## src/rtl/fifo_arb_pkg.sv

```systemverilog
// rtl/fifo_arb_pkg.sv - shared state encoding and defaults for the FIFO write arbiter
package fifo_arb_pkg;

  localparam int DEF_DATA_W = 32;

  typedef enum logic {
    ST_IDLE  = 1'b0,
    ST_BURST = 1'b1
  } state_e;

endpackage

```

## src/rtl/fifo_write_arbiter_if.sv

```systemverilog
// rtl/fifo_write_arbiter_if.sv - producer and FIFO write-side signals of the arbiter
interface fifo_write_arbiter_if #(
  parameter int NUM_REQ = 4,
  parameter int DATA_W  = fifo_arb_pkg::DEF_DATA_W
);
  logic [NUM_REQ-1:0]        req;
  logic [NUM_REQ-1:0]        req_last;
  logic [NUM_REQ*DATA_W-1:0] req_din;
  logic [NUM_REQ-1:0]        req_ack;
  logic [NUM_REQ-1:0]        grant;
  logic [DATA_W-1:0]         fifo_din;
  logic                      fifo_writep;
  logic                      fifo_fullp;
  logic                      busy;

  modport slave (
    input  req, req_last, req_din, fifo_fullp,
    output req_ack, grant, fifo_din, fifo_writep, busy
  );

  modport master (
    output req, req_last, req_din, fifo_fullp,
    input  req_ack, grant, fifo_din, fifo_writep, busy
  );
endinterface

```

## src/rtl/rr_pick.sv

```systemverilog
// rtl/rr_pick.sv - combinational rotating-priority selector, first set bit after last_ptr
module rr_pick #(
  parameter int N     = 4,
  parameter int PTR_W = $clog2(N)
) (
  input  logic [N-1:0]     req,
  input  logic [PTR_W-1:0] last_ptr,
  output logic [N-1:0]     win,
  output logic             valid
);

  logic             found;
  int               idx;
  logic [PTR_W-1:0] sel;

  always_comb begin
    win   = '0;
    found = 1'b0;
    idx   = 0;
    sel   = '0;
    // Scan last_ptr+1 .. last_ptr+N so the previous winner is considered last.
    for (int k = 1; k <= N; k++) begin
      idx = int'(last_ptr) + k;
      if (idx >= N) idx = idx - N;
      sel = PTR_W'(idx);
      if (!found && req[sel]) begin
        win[sel] = 1'b1;
        found    = 1'b1;
      end
    end
    valid = found;
  end

endmodule

```

## src/rtl/fifo_write_arbiter.sv

```systemverilog
// rtl/fifo_write_arbiter.sv - round-robin burst arbiter sharing the FIFO write port
module fifo_write_arbiter
  import fifo_arb_pkg::*;
#(
  parameter int NUM_REQ   = 4,
  parameter int DATA_W    = DEF_DATA_W,
  parameter int MAX_BURST = 16,
  parameter int CNT_W     = 5
) (
  input logic                 clk,
  input logic                 rstp,
  fifo_write_arbiter_if.slave bus
);

  localparam int PTR_W = $clog2(NUM_REQ);

  state_e             state_q, state_d;
  logic [NUM_REQ-1:0] grant_q, grant_d;
  logic [CNT_W-1:0]   burst_cnt_q, burst_cnt_d;
  logic [PTR_W-1:0]   last_ptr_q, last_ptr_d;
  logic               busy_q, busy_d;

  logic [NUM_REQ-1:0] pick_win;
  logic               pick_valid;
  logic [PTR_W-1:0]   g_idx;
  logic               g_req;
  logic               g_last;
  logic [DATA_W-1:0]  g_din;
  logic               wr_en;
  logic               in_burst;
  logic [CNT_W-1:0]   cnt_inc;
  logic [DATA_W-1:0]  din_arr [NUM_REQ];

  for (genvar i = 0; i < NUM_REQ; i++) begin : g_unpack
    assign din_arr[i] = bus.req_din[i*DATA_W +: DATA_W];
  end

  rr_pick #(.N(NUM_REQ), .PTR_W(PTR_W)) u_pick (
    .req      (bus.req),
    .last_ptr (last_ptr_q),
    .win      (pick_win),
    .valid    (pick_valid)
  );

  always_comb begin
    g_idx = '0;
    for (int i = 0; i < NUM_REQ; i++) begin
      if (grant_q[i]) g_idx = PTR_W'(i);
    end
  end

  assign g_req    = bus.req[g_idx];
  assign g_last   = bus.req_last[g_idx];
  assign g_din    = din_arr[g_idx];
  assign in_burst = (state_q == ST_BURST) && !rstp;
  // Gating with rstp keeps a word acked in the reset cycle out of the FIFO.
  assign wr_en    = in_burst && g_req && !bus.fifo_fullp;
  assign cnt_inc  = burst_cnt_q + CNT_W'(1);

  assign bus.fifo_writep = wr_en;
  assign bus.fifo_din    = in_burst ? g_din : '0;
  assign bus.req_ack     = wr_en ? grant_q : '0;
  assign bus.grant       = grant_q;
  assign bus.busy        = busy_q;

  always_comb begin
    state_d     = state_q;
    grant_d     = grant_q;
    burst_cnt_d = burst_cnt_q;
    last_ptr_d  = last_ptr_q;
    busy_d      = busy_q;
    case (state_q)
      ST_IDLE: begin
        if (pick_valid) begin
          state_d     = ST_BURST;
          grant_d     = pick_win;
          burst_cnt_d = '0;
          busy_d      = 1'b1;
        end
      end
      ST_BURST: begin
        if ((wr_en && (g_last || cnt_inc == CNT_W'(MAX_BURST))) || !g_req) begin
          state_d     = ST_IDLE;
          grant_d     = '0;
          burst_cnt_d = '0;
          last_ptr_d  = g_idx;
          busy_d      = 1'b0;
        end else if (wr_en) begin
          burst_cnt_d = cnt_inc;
        end
      end
    endcase
  end

  always_ff @(posedge clk) begin
    if (rstp) begin
      state_q     <= ST_IDLE;
      grant_q     <= '0;
      burst_cnt_q <= '0;
      last_ptr_q  <= PTR_W'(NUM_REQ - 1);
      busy_q      <= 1'b0;
    end else begin
      state_q     <= state_d;
      grant_q     <= grant_d;
      burst_cnt_q <= burst_cnt_d;
      last_ptr_q  <= last_ptr_d;
      busy_q      <= busy_d;
    end
  end

endmodule

```

## src/flat_wrapper.sv

```systemverilog
// flat-port wrapper written by rule: the top's interface ports become plain ports
module fifo_write_arbiter_flat import fifo_arb_pkg::*;
#(
  parameter int NUM_REQ   = 4,
  parameter int DATA_W    = DEF_DATA_W,
  parameter int MAX_BURST = 16,
  parameter int CNT_W     = 5
)
  (clk, rstp, bus_req, bus_req_last, bus_req_din, bus_fifo_fullp, bus_req_ack, bus_grant, bus_fifo_din, bus_fifo_writep, bus_busy);
  fifo_write_arbiter_if #(.NUM_REQ(NUM_REQ), .DATA_W(DATA_W)) bus_i ();
  input logic clk;
  input logic rstp;
  input wire logic [$bits(bus_i.req)-1:0] bus_req;
  input wire logic [$bits(bus_i.req_last)-1:0] bus_req_last;
  input wire logic [$bits(bus_i.req_din)-1:0] bus_req_din;
  input wire logic [$bits(bus_i.fifo_fullp)-1:0] bus_fifo_fullp;
  output wire logic [$bits(bus_i.req_ack)-1:0] bus_req_ack;
  output wire logic [$bits(bus_i.grant)-1:0] bus_grant;
  output wire logic [$bits(bus_i.fifo_din)-1:0] bus_fifo_din;
  output wire logic [$bits(bus_i.fifo_writep)-1:0] bus_fifo_writep;
  output wire logic [$bits(bus_i.busy)-1:0] bus_busy;
  assign bus_i.req = bus_req;
  assign bus_i.req_last = bus_req_last;
  assign bus_i.req_din = bus_req_din;
  assign bus_i.fifo_fullp = bus_fifo_fullp;
  assign bus_req_ack = bus_i.req_ack;
  assign bus_grant = bus_i.grant;
  assign bus_fifo_din = bus_i.fifo_din;
  assign bus_fifo_writep = bus_i.fifo_writep;
  assign bus_busy = bus_i.busy;
  fifo_write_arbiter #(.NUM_REQ(NUM_REQ), .DATA_W(DATA_W), .MAX_BURST(MAX_BURST), .CNT_W(CNT_W)) u_core (.clk(clk), .rstp(rstp), .bus(bus_i));
endmodule
```

## config.mk

```make
export PLATFORM = sky130hd
export DESIGN_NAME = fifo_write_arbiter_flat
export DESIGN_NICKNAME = d
export VERILOG_FILES = /design/src/rtl/fifo_arb_pkg.sv /design/src/rtl/fifo_write_arbiter_if.sv /design/src/rtl/rr_pick.sv /design/src/rtl/fifo_write_arbiter.sv /design/src/flat_wrapper.sv
export SDC_FILE = /design/constraint.sdc
export NUM_CORES = 1
export LEC_CHECK = 0
export ABC_AREA = 1
export CAP_MARGIN = 20
export CORE_UTILIZATION = 35
export DETAILED_ROUTE_END_ITERATION = 8
export DONT_BUFFER_PORTS = 1
export PLACE_DENSITY_LB_ADDON = 0.3
export SYNTH_ARGS = -nofsm -noshare
export SYNTH_HDL_FRONTEND = slang
export SYNTH_HIERARCHICAL = 1
export SYNTH_SLANG_ARGS = --single-unit
export TNS_END_PERCENT = 20
```

## constraint.sdc

```tcl
create_clock -name clk -period 4.5 [get_ports clk]
set_input_delay 0 -clock clk [delete_from_list [all_inputs] [get_ports clk]]
set_output_delay 0 -clock clk [all_outputs]
set_load 0.02 [all_outputs]
```

# Word level (Yosys, flattened, before mapping)
# Cells that the tools add are included.
[classes]
n_addsub = 9
order_cmp = 14
eq_ne = 4
n_mux = 53
bitwise = 5
reduce_logical = 22
[ops]
columns = ["cell", "count"]
rows = [
  ["32-bit 2-to-1 mux", 3],
  ["32-bit binary-select mux with 2-bit select", 1],
  ["4-bit 2-to-1 mux", 7],
  ["1-bit 2-to-1 mux", 19],
  ["2-bit by 3-bit < comparator with 1-bit output, second input constant", 5],
  ["5-bit 2-to-1 mux", 3],
  ["1-bit binary-select mux with 2-bit select", 6],
  ["3-bit >= comparator, second input constant", 4],
  ["2-bit 2-to-1 mux", 6],
  ["4-bit OR", 3],
  ["1-bit logical AND", 11],
  ["5-bit one-hot mux with 2 select lines", 1],
  ["1-bit demux with 2-bit select", 4],
  ["2-bit by 1-bit >= comparator with 1-bit output, second input constant", 4],
  ["4-bit one-hot mux with 2 select lines", 1],
  ["2-bit by 1-bit subtractor with 2-bit output, second input constant", 4],
  ["2-bit by 2-bit adder with 3-bit output, second input constant", 2],
  ["1-bit zero test", 6],
  ["2-bit AND reduction", 3],
  ["5-bit by 1-bit adder with 5-bit output, second input constant", 1],
  ["5-bit == test, second input constant", 1],
  ["2-bit by 3-bit adder with 4-bit output, second input constant", 1],
  ["4-bit by 3-bit >= comparator with 1-bit output, second input constant", 1],
  ["1-bit one-hot mux with 2 select lines", 2],
  ["7 further kinds", 8],
]
[word_totals]
register_bits = 13
wordCells = 112

# Longest topological paths before layout
[logic_depth]
depth_word = 17
depth_mapped = 18
mapped_depth_nobuf = 18

# Modules after synthesis
# The synthesis kept the hierarchy.
[by_module_without_submodules]
columns = ["mod", "n_inst", "cells_per_inst", "area_each_um2", "seq_area_each_um2"]
rows = [
  ["fifo_write_arbiter", 1, 360, 1828.0, 260.2],
  ["rr_pick", 1, 80, 451.7, 0.0],
]

# Worst setup path after synthesis
# Ideal clock, no wire load.
[synth_path]
path_kind = "register to register"
start = "reg u_core.last_ptr_q[0]"
end = "reg u_core.burst_cnt_q[2]"
setup_ns = 0.114
arrival_time_ns = 2.252
path_slack_ns = 2.134
path_stages_with_launch = 17
period_less_slack_ns = 2.366
path_cell_list = "dfxtp_1 > inv_2 > ha_1 > inv_1 > nand3_1 > nand2_1 > nor2_4 > nand2_1 > inv_1 > nor2_1 > inv_1 > o21ai_1 > inv_1 > nand2_4 > nand2_1 > xor2_1 > nor2_1"
[synth_via]
elab_chain_cells = 17
word_cells_on_any_way = 36
classes_between = "add/sub: 8; order compare: 4; eq/ne: 1; mux: 16; reduce/logical: 7"
[synth_lines]
columns = ["element", "line_no", "source"]
rows = [
  ["start, declared", "fifo_write_arbiter.sv:20", "logic [PTR_W-1:0] last_ptr_q, last_ptr_d;"],
  ["start signal, assigned", "fifo_write_arbiter.sv:100", "last_ptr_q <= PTR_W'(NUM_REQ - 1);"],
  ["start signal, assigned", "fifo_write_arbiter.sv:106", "last_ptr_q <= last_ptr_d;"],
  ["2-bit by 1-bit adder with 3-bit output", "rr_pick.sv:23", "idx = int'(last_ptr) + k;"],
  ["3-bit >= comparator / 2-bit by 1-bit subtractor with 2-bit output (equally long branches)", "rr_pick.sv:24", "if (idx >= N) idx = idx - N;"],
  ["2-bit 2-to-1 mux", "rr_pick.sv:24", ""],
  ["1-bit binary-select mux with 2-bit select", "rr_pick.sv:26", "if (!found && req[sel]) begin"],
  ["1-bit 2-to-1 mux (not written as such)", "rr_pick.sv:26", ""],
  ["1-bit 2-to-1 mux", "rr_pick.sv:26", ""],
  ["1-bit zero test", "rr_pick.sv:26", ""],
  ["1-bit logical AND", "rr_pick.sv:26", ""],
  ["[... 2 more ...]", "--", ""],
  ["1-bit logical AND", "rr_pick.sv:26", ""],
  ["1-bit 2-to-1 mux", "rr_pick.sv:26", ""],
  ["1-bit zero test", "rr_pick.sv:26", ""],
  ["1-bit logical AND", "rr_pick.sv:26", ""],
  ["1-bit 2-to-1 mux *", "rr_pick.sv:26", ""],
  ["named net u_core.pick_valid", "fifo_write_arbiter.sv:24", "logic pick_valid;"],
  ["2-bit by 1-bit inequality test with 1-bit output (no source line) *", "--", ""],
  ["2-bit AND reduction (no source line) *", "--", ""],
  ["end signal, assigned", "fifo_write_arbiter.sv:105", "burst_cnt_q <= burst_cnt_d;"],
  ["end, declared", "fifo_write_arbiter.sv:19", "logic [CNT_W-1:0] burst_cnt_q, burst_cnt_d;"],
]
# Mark *: on every way through the listed nets, which the timed path passes. The rest lies on a longest branch. The select of a mux whose other input is x is not followed.
# A chain may end at the register's enable or synchronous reset.

# Worst setup path in the final report
# Same ends and word-level chain as after synthesis.

==> summary.md <==
| Metric | Value |
|---|---|
| Status | finished, final reports clean |
| P_int | 0.674 mW |
| Fin crit period | 2.75 ns |
| Worst slew pin tran | 0.893 ns |
| # H-tree levels | 1 |
| Most frequent cells in the layout | 152 x nor2_1, 67 x o21ai_0, 55 x nand2_1 |
| Commonest non-fill, non-tap cell in the layout | nor2_1 |
| Row cnt | 29 |
| Crit path launch type | register |
| Nets | 571 |
| CP Data Arrival Time | 2.89 ns |
| Die height | 82.7 um |
| Post-synth EDFFs | 0 |
| Antenna Diode Count | 0 |
| Clk root buf | clkbuf_8 |
| Fin. Hold Viols | 0 |
| Largest net degree at the start of global routing | 39 |
| Hold/Removal Path Class | input pin to register |
| Post-CTS Setup Bufs | 0 |
| Fin cells | 499 |
| Post-DP HPWL | 5.92 mm |
| Final Util | 37.0% |
| Area grow syn2layout | 2.52% |
| Syn. warnings | 6 |
| Ys flop type | dfxtp_1 |
| Clock sink count | 13 |
| GR Overflow Total | 0 |
| Chip width | 82.7 um |
| Number of buffers added on ports | 0 |
| Clock Skew | 0.00357 ns |
| Total GRT Usage | 20.2% |
| Core ar. | 6310 um^2 |
| Post-Route WL | 7.93 mm |
| Net Sw Frac | 66.0% |
| Mapped Nets | 588 |
| Cells after DPL | 494 |
| Tcrit/Tclk final | 61.2% |
| Worst-path fanout max | 12 |
| Initial antenna violation count | 1 |
| Detailed Routing Iterations Pass 1 | 5 |
| Layout cells sized above 1 | 7.58% |
| Skew-Pair Late Insertion Delay | 0.24 ns |
| Setup TNS | 0 ns |
| Area of the multi-input gates | 1800 um^2 |
| Maximum clock rate | 363 MHz |
| Final WS setup | 1.75 ns |
| Routed Antenna Nets | 0 |
| Clk slew on worst S/H paths | 0.05 ns |
| Clock Path Buffers | 2 |
| Routed vias/inst | 5.60 |
| Vias in the first global route | 2107 |
| DR DRC count | 0 |
| Total of max-cap violations | 0 |
| Comb power frac | 80.2% |
| Final setup viols | 0 |
| Unrepaired setup endpoints after global routing | false |
| Reg area | 262 um^2 |
| Max VDD drop | 0.506 mV |
| Flop pwr share | 14.6% |
| Crit. End Element | register |
| Io pins | 181 |
| Worst EP required | 4.64 ns |
| FFs w/ async S/R, synth | 0% |
| Unique cell type count in the Yosys netlist | 29 |
| WHS | 0.149 ns |
| DR iter-0 viols | 239 |
| Vias post-DR | 2795 |
| Rel. slew slack | 40.5% |
| WL/cell | 15.9 um |
| TritonCTS clock tree | yes |
| Initial Util | 36.1% |
| Final Max Slew Viols | 0 |
| Cells after Synth | 440 |
| Yosys reg bits | 13 |
| Die Area | 6840 um^2 |
| First-pass GRT wire length | 10.4 mm |
| Placed cell area | 2280 um^2 |
| Post-Place Worst Slack | 1.79 ns |
| Setup CP Type | register to register |
| Leakage Power | 1.10 nW |
| # fillers | 725 |
| CTS Buf Count | 3 |
| Post-Syn Area | 2280 um^2 |
| Sw Pwr | 1.31 mW |
| Seq/Total Area, Yosys | 11.4% |
| Power Total | 1.98 mW |
| Clock share of power | 5.2% |
| Post-Syn Area per Cell | 5.18 um^2 |
| Cell area power density | 847 nW/um^2 |
| Placer Congestion | 0.856 |
| Finished Cell Area | 2340 um^2 |
## critical path, cell delays in order (launching register included)
cell and delay (ns):
dfxtp_1 0.58, inv_2 0.19, ha_1 0.39, inv_1 0.15
nand3_1 0.10, nand2_1 0.16, nor2_4 0.07, nand2_1 0.06
inv_1 0.03, nor2_1 0.27, inv_1 0.11, o21ai_1 0.10
inv_1 0.09, nand2_4 0.11, nand2_1 0.07, xor2_1 0.12
nor2_1 0.05
## power by group through the flow
stage,Clock [mW],Sequential [mW],Combinational (mW)
global route,0.111,0.301,1.80
global placement,0,0.288,1.55
floorplan,0,0.225,1.36
CTS,0.107,0.287,1.58
detailed placement,0,0.289,1.57
finish,0.103,0.289,1.59
## registers in the layout, indices dropped and copies added, names as in the netlist
register,count
u_core/burst_cnt_q,5
u_core/state_q,1
u_core/bus.busy,1
u_core/bus.grant,4
u_core/last_ptr_q,2
## timing repair
item	4_1_cts	5_1_grt
hold endpoints to repair	8	0
hold buffers	1	0
gates resized for setup	0	0
## worst paths after layout
check / from / end / slack (ns) / cells past startpoint
setup / recovery: u_core/last_ptr_q[0]$_SDFFE_PP1P_ / u_core/burst_cnt_q[2]$_SDFFE_PP0P_ / 1.75 / 16
hold / removal: bus_fifo_fullp / u_core/state_q$_SDFF_PP0_ / 0.15 / 4
setup reg to reg: u_core/last_ptr_q[0]$_SDFFE_PP1P_ / u_core/burst_cnt_q[2]$_SDFFE_PP0P_ / 1.75 / 16
hold reg to reg: u_core/burst_cnt_q[2]$_SDFFE_PP0P_ / u_core/burst_cnt_q[2]$_SDFFE_PP0P_ / 0.58 / 2
## layout make-up
type | instances | share of cell area (%)
clock buffer | 4 | 1.93
inverter | 32 | 5.35
multi-input combinational | 372 | 77.0
sequential | 13 | 11.2
tap | 77 | 4.12
timing repair buffer | 1 | 0.428
## Yosys cell counts, drive strengths merged, types with 2 or more instances
cell,number,area [um^2]
a21oi,38,198
buf,5,27.5
clkbuf,18,67.6
dfxtp,13,260
ha,9,113
inv,32,125
nand2,69,333
nand3,25,165
nor2,153,582
o211ai,2,15.0
o21ai,70,350
or2,2,12.5
## kinds of logic (layout without fill, tap and decap cells)
logic type | count (synthesis) | count (layout) | synth area share [%]
compound gates | 111 | 111 | 25.0
flops | 13 | 13 | 11.4
fa+ha+maj | 9 | 9 | 4.94
xor+xnor | 2 | 2 | 0.769
buf+inv | 55 | 37 | 9.66
simple gates | 250 | 250 | 48.2
## routing by layer
layer | wire [um] | track usage, % | up-vias
li1 | - | - | 1376
met1 | 3290 | 27.4 | 1227
met4 | 48 | 1.55 | 0
met3 | 817 | 3.08 | 13
met5 | 0 | 0 | -
met2 | 3770 | 34.5 | 179
Note: power is estimated with default switching activity, not from simulation.
